`src/rtl/kd_sort_ctrl.sv`:
```
// Compare-exchange sequencer for an implicit binary tree of packed centers.
// Loads centers as a stream, sweeps internal nodes through an external CE until settled, then drains.
module kd_sort_ctrl #(
    parameter  int DIM        = 3,
    parameter  int DATA_RANGE = 255,
    parameter  int NODES      = 7,
    parameter  int MAX_PASS   = 16,
    localparam int DW         = $clog2(DATA_RANGE),
    localparam int CW         = DIM * DW,
    localparam int IW         = $clog2(NODES),
    localparam int PW         = $clog2(MAX_PASS + 1),
    localparam int AW         = (DIM > 1) ? $clog2(DIM) : 1
) (
    input  logic          clk,
    input  logic          rst,
    input  logic          load_valid,
    output logic          load_ready,
    input  logic [CW-1:0] load_data,
    input  logic          start,
    output logic          busy,
    output logic          done,
    output logic          err,
    output logic [PW-1:0] pass_cnt,
    output logic          out_valid,
    input  logic          out_ready,
    output logic [CW-1:0] out_data,
    output logic          out_last,
    output logic          ce_en,
    output logic          ce_sorting,
    output logic          ce_left_en,
    output logic          ce_right_en,
    output logic [CW-1:0] ce_left,
    output logic [CW-1:0] ce_parent,
    output logic [CW-1:0] ce_right,
    output logic [AW-1:0] ce_axis,
    input  logic [CW-1:0] ce_new_left,
    input  logic [CW-1:0] ce_new_parent,
    input  logic [CW-1:0] ce_new_right
);

    localparam logic [2:0] ST_IDLE     = 3'd0;
    localparam logic [2:0] ST_ISSUE    = 3'd1;
    localparam logic [2:0] ST_WB       = 3'd2;
    localparam logic [2:0] ST_PASS_END = 3'd3;
    localparam logic [2:0] ST_DRAIN    = 3'd4;

    localparam logic [IW+1:0] NODES_W   = (IW+2)'(NODES);
    localparam logic [IW-1:0] LAST_IDX  = IW'(NODES - 1);
    localparam logic [IW-1:0] LAST_NODE = IW'(NODES / 2 - 1);
    localparam logic [PW-1:0] MAX_PASS_W = PW'(MAX_PASS);

    logic [2:0]    state_q, state_d;
    logic [IW-1:0] load_ptr_q, load_ptr_d;
    logic [IW-1:0] node_q, node_d;
    logic [IW-1:0] drain_q, drain_d;
    logic [PW-1:0] pass_q, pass_d;
    logic          err_q, err_d;
    logic          dirty_q, dirty_d;
    logic          done_q, done_d;
    logic [CW-1:0] mem_q [NODES];

    logic [IW+1:0] l_full_s, r_full_s;
    logic          l_en_s, r_en_s;
    logic [IW-1:0] l_idx_s, r_idx_s;
    logic          wb_diff_s;

    // Tree depth of a node (floor(log2(i+1))) folded onto the coordinate axes.
    function automatic logic [AW-1:0] axis_of(input logic [IW-1:0] idx);
        logic [IW:0] n;
        int          d;
        n = {1'b0, idx} + (IW+1)'(1);
        d = 0;
        for (int b = 0; b <= IW; b++) begin
            if (n[b]) d = b;
        end
        return AW'(d % DIM);
    endfunction

    assign l_full_s = {1'b0, node_q, 1'b1};
    assign r_full_s = l_full_s + (IW+2)'(1);
    assign l_en_s   = (l_full_s < NODES_W);
    assign r_en_s   = (r_full_s < NODES_W);
    assign l_idx_s  = l_en_s ? l_full_s[IW-1:0] : '0;
    assign r_idx_s  = r_en_s ? r_full_s[IW-1:0] : '0;

    assign wb_diff_s = (ce_new_parent != mem_q[node_q])
                     | (l_en_s && (ce_new_left  != mem_q[l_idx_s]))
                     | (r_en_s && (ce_new_right != mem_q[r_idx_s]));

    // Next-state and control-register update for the sort sequencer.
    always_comb begin
        state_d    = state_q;
        load_ptr_d = load_ptr_q;
        node_d     = node_q;
        drain_d    = drain_q;
        pass_d     = pass_q;
        err_d      = err_q;
        dirty_d    = dirty_q;
        done_d     = 1'b0;
        case (state_q)
            ST_IDLE: begin
                if (load_valid) begin
                    load_ptr_d = (load_ptr_q == LAST_IDX) ? '0 : load_ptr_q + IW'(1);
                end else if (start) begin
                    load_ptr_d = '0;
                    node_d     = '0;
                    pass_d     = '0;
                    err_d      = 1'b0;
                    dirty_d    = 1'b0;
                    state_d    = ST_ISSUE;
                end else begin
                    state_d = ST_IDLE;
                end
            end
            ST_ISSUE: state_d = ST_WB;
            ST_WB: begin
                dirty_d = dirty_q | wb_diff_s;
                if (node_q == LAST_NODE) begin
                    state_d = ST_PASS_END;
                end else begin
                    node_d  = node_q + IW'(1);
                    state_d = ST_ISSUE;
                end
            end
            ST_PASS_END: begin
                pass_d = pass_q + PW'(1);
                if (!dirty_q) begin
                    state_d = ST_DRAIN;
                end else if (pass_d == MAX_PASS_W) begin
                    err_d   = 1'b1;
                    state_d = ST_DRAIN;
                end else begin
                    dirty_d = 1'b0;
                    node_d  = '0;
                    state_d = ST_ISSUE;
                end
            end
            ST_DRAIN: begin
                if (out_ready) begin
                    if (drain_q == LAST_IDX) begin
                        drain_d = '0;
                        done_d  = 1'b1;
                        state_d = ST_IDLE;
                    end else begin
                        drain_d = drain_q + IW'(1);
                    end
                end else begin
                    drain_d = drain_q;
                end
            end
            default: state_d = ST_IDLE;
        endcase
    end

    // Control registers; the array itself is deliberately left out of reset.
    always_ff @(posedge clk or negedge rst) begin
        if (!rst) begin
            state_q    <= ST_IDLE;
            load_ptr_q <= '0;
            node_q     <= '0;
            drain_q    <= '0;
            pass_q     <= '0;
            err_q      <= 1'b0;
            dirty_q    <= 1'b0;
            done_q     <= 1'b0;
        end else begin
            state_q    <= state_d;
            load_ptr_q <= load_ptr_d;
            node_q     <= node_d;
            drain_q    <= drain_d;
            pass_q     <= pass_d;
            err_q      <= err_d;
            dirty_q    <= dirty_d;
            done_q     <= done_d;
        end
    end

    // Center array writes: stream loads in IDLE, CE results in WB.
    always_ff @(posedge clk) begin
        if (state_q == ST_IDLE && load_valid) begin
            mem_q[load_ptr_q] <= load_data;
        end else if (state_q == ST_WB) begin
            mem_q[node_q] <= ce_new_parent;
            if (l_en_s) mem_q[l_idx_s] <= ce_new_left;
            if (r_en_s) mem_q[r_idx_s] <= ce_new_right;
        end
    end

    assign load_ready  = (state_q == ST_IDLE);
    assign busy        = (state_q != ST_IDLE);
    assign done        = done_q;
    assign err         = err_q;
    assign pass_cnt    = pass_q;
    assign out_valid   = (state_q == ST_DRAIN);
    assign out_data    = (state_q == ST_DRAIN) ? mem_q[drain_q] : '0;
    assign out_last    = (state_q == ST_DRAIN) && (drain_q == LAST_IDX);
    assign ce_en       = (state_q == ST_ISSUE);
    assign ce_sorting  = (state_q == ST_ISSUE);
    assign ce_left_en  = (state_q == ST_ISSUE) && l_en_s;
    assign ce_right_en = (state_q == ST_ISSUE) && r_en_s;
    assign ce_left     = ((state_q == ST_ISSUE) && l_en_s) ? mem_q[l_idx_s] : '0;
    assign ce_right    = ((state_q == ST_ISSUE) && r_en_s) ? mem_q[r_idx_s] : '0;
    assign ce_parent   = (state_q == ST_ISSUE) ? mem_q[node_q] : '0;
    assign ce_axis     = axis_of(node_q);

endmodule
```
`config.mk`:
```
export PLATFORM = sky130hd
export DESIGN_NAME = kd_sort_ctrl
export DESIGN_NICKNAME = d
export VERILOG_FILES = /design/src/rtl/kd_sort_ctrl.sv
export SDC_FILE = /design/constraint.sdc
export NUM_CORES = 1
export LEC_CHECK = 0
export BUFFER_PORTS_ARGS = -buffer_cell sky130_fd_sc_hd__buf_4
export CORE_MARGIN = 5
export CORE_UTILIZATION = 45
export CTS_CLUSTER_DIAMETER = 120
export CTS_CLUSTER_SIZE = 40
export DETAILED_ROUTE_END_ITERATION = 12
export PLACE_DENSITY = 0.68
export REMOVE_ABC_BUFFERS = 1
export SETUP_SLACK_MARGIN = 0.3
export SLEW_MARGIN = 20
export SYNTH_ARGS = -nofsm -noshare
export SYNTH_HDL_FRONTEND = slang
export SYNTH_SLANG_ARGS = --single-unit
```
`constraint.sdc`:
```
create_clock -name clk -period 4.2 [get_ports clk]
set_clock_uncertainty 0.2 [all_clocks]
set_input_delay 0.42 -clock clk [delete_from_list [all_inputs] [get_ports clk]]
set_output_delay 0.42 -clock clk [all_outputs]
set_load 0.02 [all_outputs]
```
# Yosys cells after proc, flatten, opt, wreduce, memory -nomap -nowiden
# Memories as Yosys holds them, arrays and structs flattened.
# Cells that the tools add are included.
# classes
eq_ne,19
div,1
add_sub_neg,6
reduce_logical,19
n_lt_le_gt_ge,2
bitwise_logic,3
muxes,56
# op_table
operator,count
$mux W24,5
$ne A24 B24 Y1,3
$mux W32,2
$mux W3,16
$mod A32 B3 Y32 const B,1
$mux W1,25
$reduce_or A24 Y1,1
$pmux W3 S5,1
$mux W5,2
$ne A2 B2 Y1 const B,5
$pmux W5 S2,1
$add A3 B1 Y3 const B,3
$eq A3 B2 Y1 const B,3
$eq A3 B3 Y1 const B,3
$pmux W3 S3,1
$reduce_and A3 Y1,3
$logic_and A1 B1 Y1,6
$ne A2 B1 Y1 const B,3
$reduce_and A6 Y1,1
$reduce_bool A3 Y1,2
$add A4 B1 Y5 const B,1
$add A5 B1 Y5 const B,1
$eq A5 B5 Y1 const B,1
$lt A5 B3 Y1 const B,1
11 further kinds,15
# totals
output_inout_bits,113
ff_bits,20
ram_bits,168
memories,1
# mem_list
memory,words,width,rd,rd_clocked_by_memory_dff,write_ports,line_no,rtl
mem_q,7,24,4,0,3,60,logic [CW-1:0] mem_q [NODES];

# Logic depth before layout (Yosys ltp)
# Gate-level depths: netlist (run 1).
# An unclocked memory read counts as a cell.
# depth
word_depth,9
mapped_depth,16
mapped_depth_nobuf,11

# Worst setup path before layout (run 1)
# Ideal clock, no wire load.
# synth_timing
path_kind,register -> register
start,reg node_q[0]
end,"mem mem_q[4][0] in the netlist's numbering, enable pin"
path_slack_ps,-146
arrival_ps,3585
setup_ps,561
stages_incl_launch_ff,15
n_path_buf,7
path_cell_list,dfrtp_1 buf_6 buf_2 buf_2 buf_2 inv_1 ha_1 inv_2 nand2_4 inv_2 buf_4 nand3_1 clkbuf_1 buf_1 o21ai_0
# synth_rtl
item,line_no,rtl
"start, declared",54,"logic [IW-1:0] node_q, node_d;"
"start signal, assigned",169,node_q <= node_d;
"end, declared",60,

# Final worst setup path (run 1)
# layout_timing
start,reg node_q[0]
end,reg dirty_q
# layout_via
elab_chain_len,9
word_cells_on_any_way,15
classes_between,add/sub (1); order compare (2); eq/ne (3); mux (3); bitwise (3); reduce/logical (2); memory (1)
# layout_lines
item,line_no,rtl
$add A4 B1 Y5 / $lt A4 B3 Y1 (equally long branches),"80, 81",
$lt A5 B3 Y1 / $mux W3 (equally long branches),"82, 83",
$mux W3 / $mem_v2 Z7 W24 (equally long branches),-,
$mem_v2 Z7 W24 / $ne A24 B24 Y1 (equally long branches),-,
$ne A24 B24 Y1 / $logic_and A1 B1 Y1 (equally long branches),"88, 87",
$logic_and A1 B1 Y1 / $or A1 B1 Y1 (equally long branches),"88, 87",
$or A1 B1 Y1 (*),88,| (r_en_s && (ce_new_right != mem_q[r_idx_s]));
$or A1 B1 Y1 (*),117,dirty_d = dirty_q | wb_diff_s;
$pmux W1 S3 (*),100,case (state_q)
"end signal, assigned",173,dirty_q <= dirty_d;
"end, declared",58,"logic dirty_q, dirty_d;"
# Mark *: on every way between the ends. The rest lies on a longest branch, timed or not.
# A chain may end at the register's enable or synchronous reset.

==> reports/metrics.cfg, run 1 <==
[power]
switching_share_pct = 48.69
seq_power_share_pct = 28.3
combPwrFrac_pct = 59.2
powerDensity_mw_per_mm2 = 767.9
power_frac_clock_pct = 12.6
power.leakage_nw = 6.334
switching_power_mw = 6.280
intPower_mw = 6.617
p_total_mw = 12.90
ir_drop_mv = 0.3718

[die]
coreArea_mm2 = 0.03075
die_w_um = 186.8
ios = 214
core.rowCount = 64
dieHeight_um = 186.8
die-area_mm2 = 0.03488
start_util_pct = 45.73

[timing]
max_slew.worst_pin.slew_ps = 1051
finalSetupViolations = 0
max_slew_margin_pct = 29.95
rsz0062_at_grt = false
fin_crit_sh_pct = 88.97
fin_crit_ps = 3737
slew_violations = 0
clock.fmax_mhz = 267.6
finalHoldViolCount = 0

[placement]
io_buffers = 213
dp.cells = 2081
place_congestion = 0.9783
hpwlAfterDp_um = 40230

[yosys]
yosys-top-cells-area = edfxtp_1, mux2i_1, a21oi_1
ys_warn_count = 0
ys_async_sr_fraction_pct = 10.64
syn_area_per_cell_um2 = 9.113
synth_cell_types = 68
synth-seq-area-share_pct = 39.44
synth_top_area_share_pct = 35.88
synth_cells = 1543
synth-edff-count = 168
synthFlopType = edfxtp_1
syn-cell-area_mm2 = 0.01406
synth_seq_cells = 188
synth_area_leader_cell = edfxtp_1

[grt]
grt_pass1_wl_um = 84630
grt_pass1_vias = 13100
antenna_found_initial = 1
grt.total_usage_pct = 31.81
grt_max_degree = 53
overflow = 0

[cells_and_area]
syn_to_final_growth_pct = 19.44
fin_nets = 1814
drive_gt1_share_pct = 22.93
insertedDiodeCount = 0
finish.utilization_pct = 54.62
fin_cells = 2119

[worst_hold_path]
worstHoldPathType = primary input to register
min_from = load_valid

[clock_tree]
clock_path_buffers = 2
numCtsBuffers = 17
clk_pin_slew_ps = 80
clk_latency_ps = 450
root_buffer = clkbuf_16
numClockSinks = 188
htreeDepth = 4
cts_tree = built

[drt]
dr.pass1.iters = 8
drtIter0Drc = 2046
vias = 13870
post_drt_wl_per_cell_um = 27.31
drcViolationCount = 0
postRouteAntennaNets = 0
wirelength_um = 57870
routed_via_density = 6.544

[run]
drv_cap = 0

[critical_path]
crit_path_start = node_q[0]$_DFFE_PN0P_
crit_type = register to register
r2r-start = node_q[0]$_DFFE_PN0P_
crit_path_end_kind = register
required_ps = 4320
critPathLaunchType = register
crit_fanout = 27
worst_ep_arrival_time_ps = 3860

[run_status]
outcome = complete, no violations

-- worst paths after layout --
path                                             end  slack, ps  cells after the start
max in group asynchronous      node_q[0]$_DFFE_PN0P_       3310                      2
max                              dirty_q$_DFFE_PN0P_        460                     10
max reg2reg                      dirty_q$_DFFE_PN0P_        460                     10
min reg2reg                          err$_DFFE_PN0P_        380                      1
min in group asynchronous            err$_DFFE_PN0P_        220                      2
min                        load_ptr_q[2]$_DFFE_PN0P_         60                      2
-- power by group through the flow --
stage	clock, mW	sequential, mW	combinational [mW]
2_1_floorplan	0	3.56	4.48
3_3_place_gp	0	3.64	7.32
3_5_place_dp	0	3.66	7.41
4_1_cts	1.61	3.62	7.47
5_1_grt	1.69	3.72	8.04
6_report	1.62	3.65	7.63
-- routing by layer --
metal	global-route usage, %	part of all wire (%)	up-vias
li1	-	-	6017
met5	0	0.024	-
met1	44.20	38	6583
met4	14.65	5.2	2
met3	6.614	13	179
met2	47.98	44	1086
-- through the flow --
step | hold WS [ps] | area (µm²) | setup WS (ps) | TNS (ps)
floorplan | -75.59 | 13490 | -3704 | -948940
global placement | 126.4 | 16160 | 336.3 | 0
detailed placement | 134.4 | 16160 | 222.9 | 0
CTS | 38.10 | 16750 | 388.0 | 0
global route | 52.84 | 16790 | 319.8 | 0
finish | 55.13 | 16790 | 463.4 | 0
-- synthesized netlist by cell type (all sizes together), types with 16 or more instances --
cell type / n
buf: 51
dfrtp: 20
edfxtp: 168
xor2: 35
clkbuf: 75
nand4: 16
nand2: 113
o22ai: 24
a21oi: 219
mux2i: 166
nor2: 273
and2: 22
o21ai: 90
mux4: 33
xnor2: 28
-- registers in the layout, indices dropped and copies added, names as in the netlist --
signal and cells:
done 1, state_q 3, err 1, pass_cnt 5
drain_q 3, dirty_q 1, mem_q 168, node_q 3
load_ptr_q 3
-- repair_timing --
action                     4_1_cts  5_1_grt
setup endpoints to repair       25       21
resized for setup                3        8
hold buffers                     1        0
hold endpoints to repair        20        0
setup buffers                    2        3
-- cells by family (layout without fill, tap and decap cells) --
group                      Yosys count  after routing  synth area share [%]
AOI/OAI and AO/OA                  437            437                 18.22
xor gates and xnor gates            63             63                 3.924
adders and majority gates            3              3                0.2670
buffers and inverters              138            318                 4.405
DFF                                188            188                 39.44
muxes                              211            211                 18.09
and+or+nand+nor                    503            503                 15.65
-- layout make-up --
cell class,count,area [µm²]
tap,396,495.5
timing repair buffer,274,2135
sequential,188,5557
inverter,12,55.05
clock inverter,14,128.9
fill,2835,13950
multi-input combinational,1217,7995
clock buffer,18,429.2
-- critical path: stages, from the launching register on --
cell and delay (ps):
dfrtp_4 470, buf_4 430, nand2b_2 370, a21o_2 430
a211oi_1 130, a31oi_1 190, nand4_1 260, or4_1 580
nor4_2 220, nor3_1 80, a211o_1 240
-- cells in the final DEF (no fill, tap or decap), types with 16 or more instances in the layout --
cell and n:
a21oi_1 216, and2_1 21, buf_4 267, clkbuf_16 17, edfxtp_1 168, mux2i_1 166, mux4_2 33, nand2_1 111
nand4_1 16, nor2_1 271, o21ai_0 85, o22ai_1 24, xnor2_1 28, xor2_1 35
No activity file was read; power rests on OpenSTA's default activity.
==> inputs of run 2 (changes only) <==
- CORE_ASPECT_RATIO: default -> 0.9
- CTS_BUF_LIST: default -> sky130_fd_sc_hd__clkbuf_4 sky130_fd_sc_hd__clkbuf_8 sky130_fd_sc_hd__clkbuf_16
- MAX_ROUTING_LAYER: default -> met4
==> reports/metrics.cfg, run 2 (same netlist as run 1, synthesis figures left out) <==
[run_status]
outcome = complete, no violations

[critical_path]
crit_type = register to output pin
critPathBufInv = 4  ; +3
crit_family = buffers and inverters
required_ps = 3580  ; -740 ps
ff2ff_path_depth = 10  ; unchanged
crit_fanout = 18  ; -33%
crit_slowest_cell = dfrtp_4
r2r-start = node_q[0]$_DFFE_PN0P_
slowest_delay_ps = 570  ; about the same
worst_ep_arrival_time_ps = 3140  ; -720 ps
crit_end = ce_right[8]
crit_path_end_kind = output pin
regToRegSetupSlack_ps = 480  ; +20 ps
reg2reg_to = dirty_q$_DFFE_PN0P_
critPathLaunchType = register
path_depth = 9  ; -1
crit_top_cell = buf_4
cp_cell_sequence = ha_1, buf_4, nor2_1, a21o_1, buf_4, nand2_1, clkinvlp_4, and2_1, buf_4
crit_path_start = node_q[0]$_DFFE_PN0P_

[timing]
max_slew.worst_pin.slew_ps = 932.0  ; -118.7 ps
finalHoldViolCount = 0  ; unchanged
max_slew_margin_pct = 37.86  ; +7.9 points
fin_crit_sh_pct = 89.59  ; +0.62 points
holdWs_ps = 42.59  ; -12.54 ps
rsz0062_at_grt = false
fin_crit_ps = 3763  ; +26.13 ps
finalSetupViolations = 0  ; unchanged
slew_violations = 0  ; unchanged
clock.fmax_mhz = 265.8  ; -0.69%

[die]
die-area_mm2 = 0.03489  ; about the same
dieHeight_um = 177.7  ; -4.9%
start_util_pct = 45.60  ; -0.13 points
core.rowCount = 61  ; -4.7%
ios = 214  ; unchanged
coreArea_mm2 = 0.03083  ; +0.28%
die_w_um = 196.3  ; +5.1%

[grt]
grt_max_degree = 64  ; +21%
antenna_found_initial = 0  ; -1
grt.total_usage_pct = 33.30  ; +1.5 points
overflow = 0  ; unchanged
grt_pass1_vias = 13060  ; -0.31%
grt_pass1_wl_um = 84900  ; +0.32%

[drt]
routed_via_density = 6.522  ; -0.34%
drcViolationCount = 0  ; unchanged
vias = 13920  ; +0.41%
post_drt_wl_per_cell_um = 27.19  ; -0.46%
dr.pass1.iters = 9  ; +1
postRouteAntennaNets = 0  ; unchanged
wirelength_um = 58040  ; +0.30%
drtIter0Drc = 1958  ; -4.3%

[clock_tree]
clk_pin_slew_ps = 70  ; about the same
root_buffer = clkbuf_16
htreeDepth = 4  ; unchanged
clock_path_buffers = 2  ; unchanged
numCtsBuffers = 17  ; unchanged
clk_latency_ps = 460  ; about the same
numClockSinks = 188  ; unchanged
cts_tree = built

[placement]
dp.cells = 2098  ; +0.82%
io_buffers = 213  ; unchanged
placed_area_mm2 = 0.01622  ; +0.36%
place_congestion = 0.9766  ; -0.17%
hpwlAfterDp_um = 41320  ; +2.7%

[cells_and_area]
syn_to_final_growth_pct = 20.00
final_cell_mix = nor2_1, buf_4, a21oi_1, edfxtp_1, mux2i_1
finish.utilization_pct = 54.72  ; +0.10 points
mostFrequentLayoutCell = nor2_1
fin_cells = 2135  ; +0.76%
drive_gt1_share_pct = 22.89  ; -0.040 points
top_register = mem_q
largest_reg_flops = 168  ; unchanged
fin_nets = 1817  ; +0.17%
stdcell_area_mm2 = 0.01687  ; +0.47%
insertedDiodeCount = 0  ; unchanged

[power]
switching_power_mw = 6.278  ; about the same
switching_share_pct = 48.20  ; -0.49 points
power.leakage_nw = 6.390  ; +0.88%
intPower_mw = 6.746  ; +1.9%
powerDensity_mw_per_mm2 = 771.9  ; +0.51%
ir_drop_mv = 0.3954  ; +6.3%
seq_power_share_pct = 26.9  ; -1.4 points
combPwrFrac_pct = 59.9  ; +0.7 points
power_frac_clock_pct = 13.3  ; +0.7 points

[run]
drv_cap = 0  ; unchanged

[worst_hold_path]
worstHoldPathType = primary input to register

## run 2: worst min path at each step
stage	startpoint	end	slack [ps]	cells after the start
floorplan	rst	dirty_q$_DFFE_PN0P_	-80	0
global placement	rst	load_ptr_q[2]$_DFFE_PN0P_	120	1
CTS	load_valid	load_ptr_q[2]$_DFFE_PN0P_	30	2
finish	load_valid	load_ptr_q[2]$_DFFE_PN0P_	40	2
detailed placement	rst	load_ptr_q[2]$_DFFE_PN0P_	130	1
global route	load_valid	load_ptr_q[2]$_DFFE_PN0P_	60	2
## run 2: metrics by stage
step | power [mW] | worst slack (ps) | TNS, ps
2_1_floorplan | 8.039 | -3704 | -948940
3_3_place_gp | 10.98 | 353.7 | 0
3_5_place_dp | 11.10 | 297.7 | 0
4_1_cts | 12.83 | 375.1 | 0
5_1_grt | 13.58 | 319.4 | 0
6_report | 13.02 | 437.3 | 0
## run 2: area by class of cell
cell class                      count  area [µm²]
Fill cell                        2807       13960
Multi-Input combinational cell   1217        7981
Sequential cell                   188        5557
Timing Repair Buffer              277        2177
Tap cell                          409       511.7
Clock buffer                       17       425.4
Clock inverter                     15       172.7
Inverter                           12       48.80
## run 2: power by group through the flow
stage | sequential, mW | combinational, mW | clock (mW)
6_report | 3.50 | 7.80 | 1.73
3_3_place_gp | 3.49 | 7.49 | 0
5_1_grt | 3.55 | 8.22 | 1.81
2_1_floorplan | 3.56 | 4.48 | 0
4_1_cts | 3.47 | 7.64 | 1.72
3_5_place_dp | 3.51 | 7.59 | 0
## run 2: per-layer routing
layer / vias up / track usage, % / share of wire, % / wire length, µm
met5: - / - / 0 / 0
met4: 0 / 12.83 / 4.3 / 2486
met3: 176 / 6.663 / 12 / 6874
met2: 1040 / 50.26 / 45 / 26220
met1: 6672 / 44.57 / 39 / 22460
li1: 6036 / - / - / -
## run 2: timing repair
item / in CTS / in global routing
pin swaps: 1 / 0
setup endpoints to repair: 5 / 5
gates cloned: 0 / 0
gates resized for setup: 2 / 3
hold endpoints to repair: 20 / 0
hold buffers: 1 / 0
setup buffers: 4 / 0
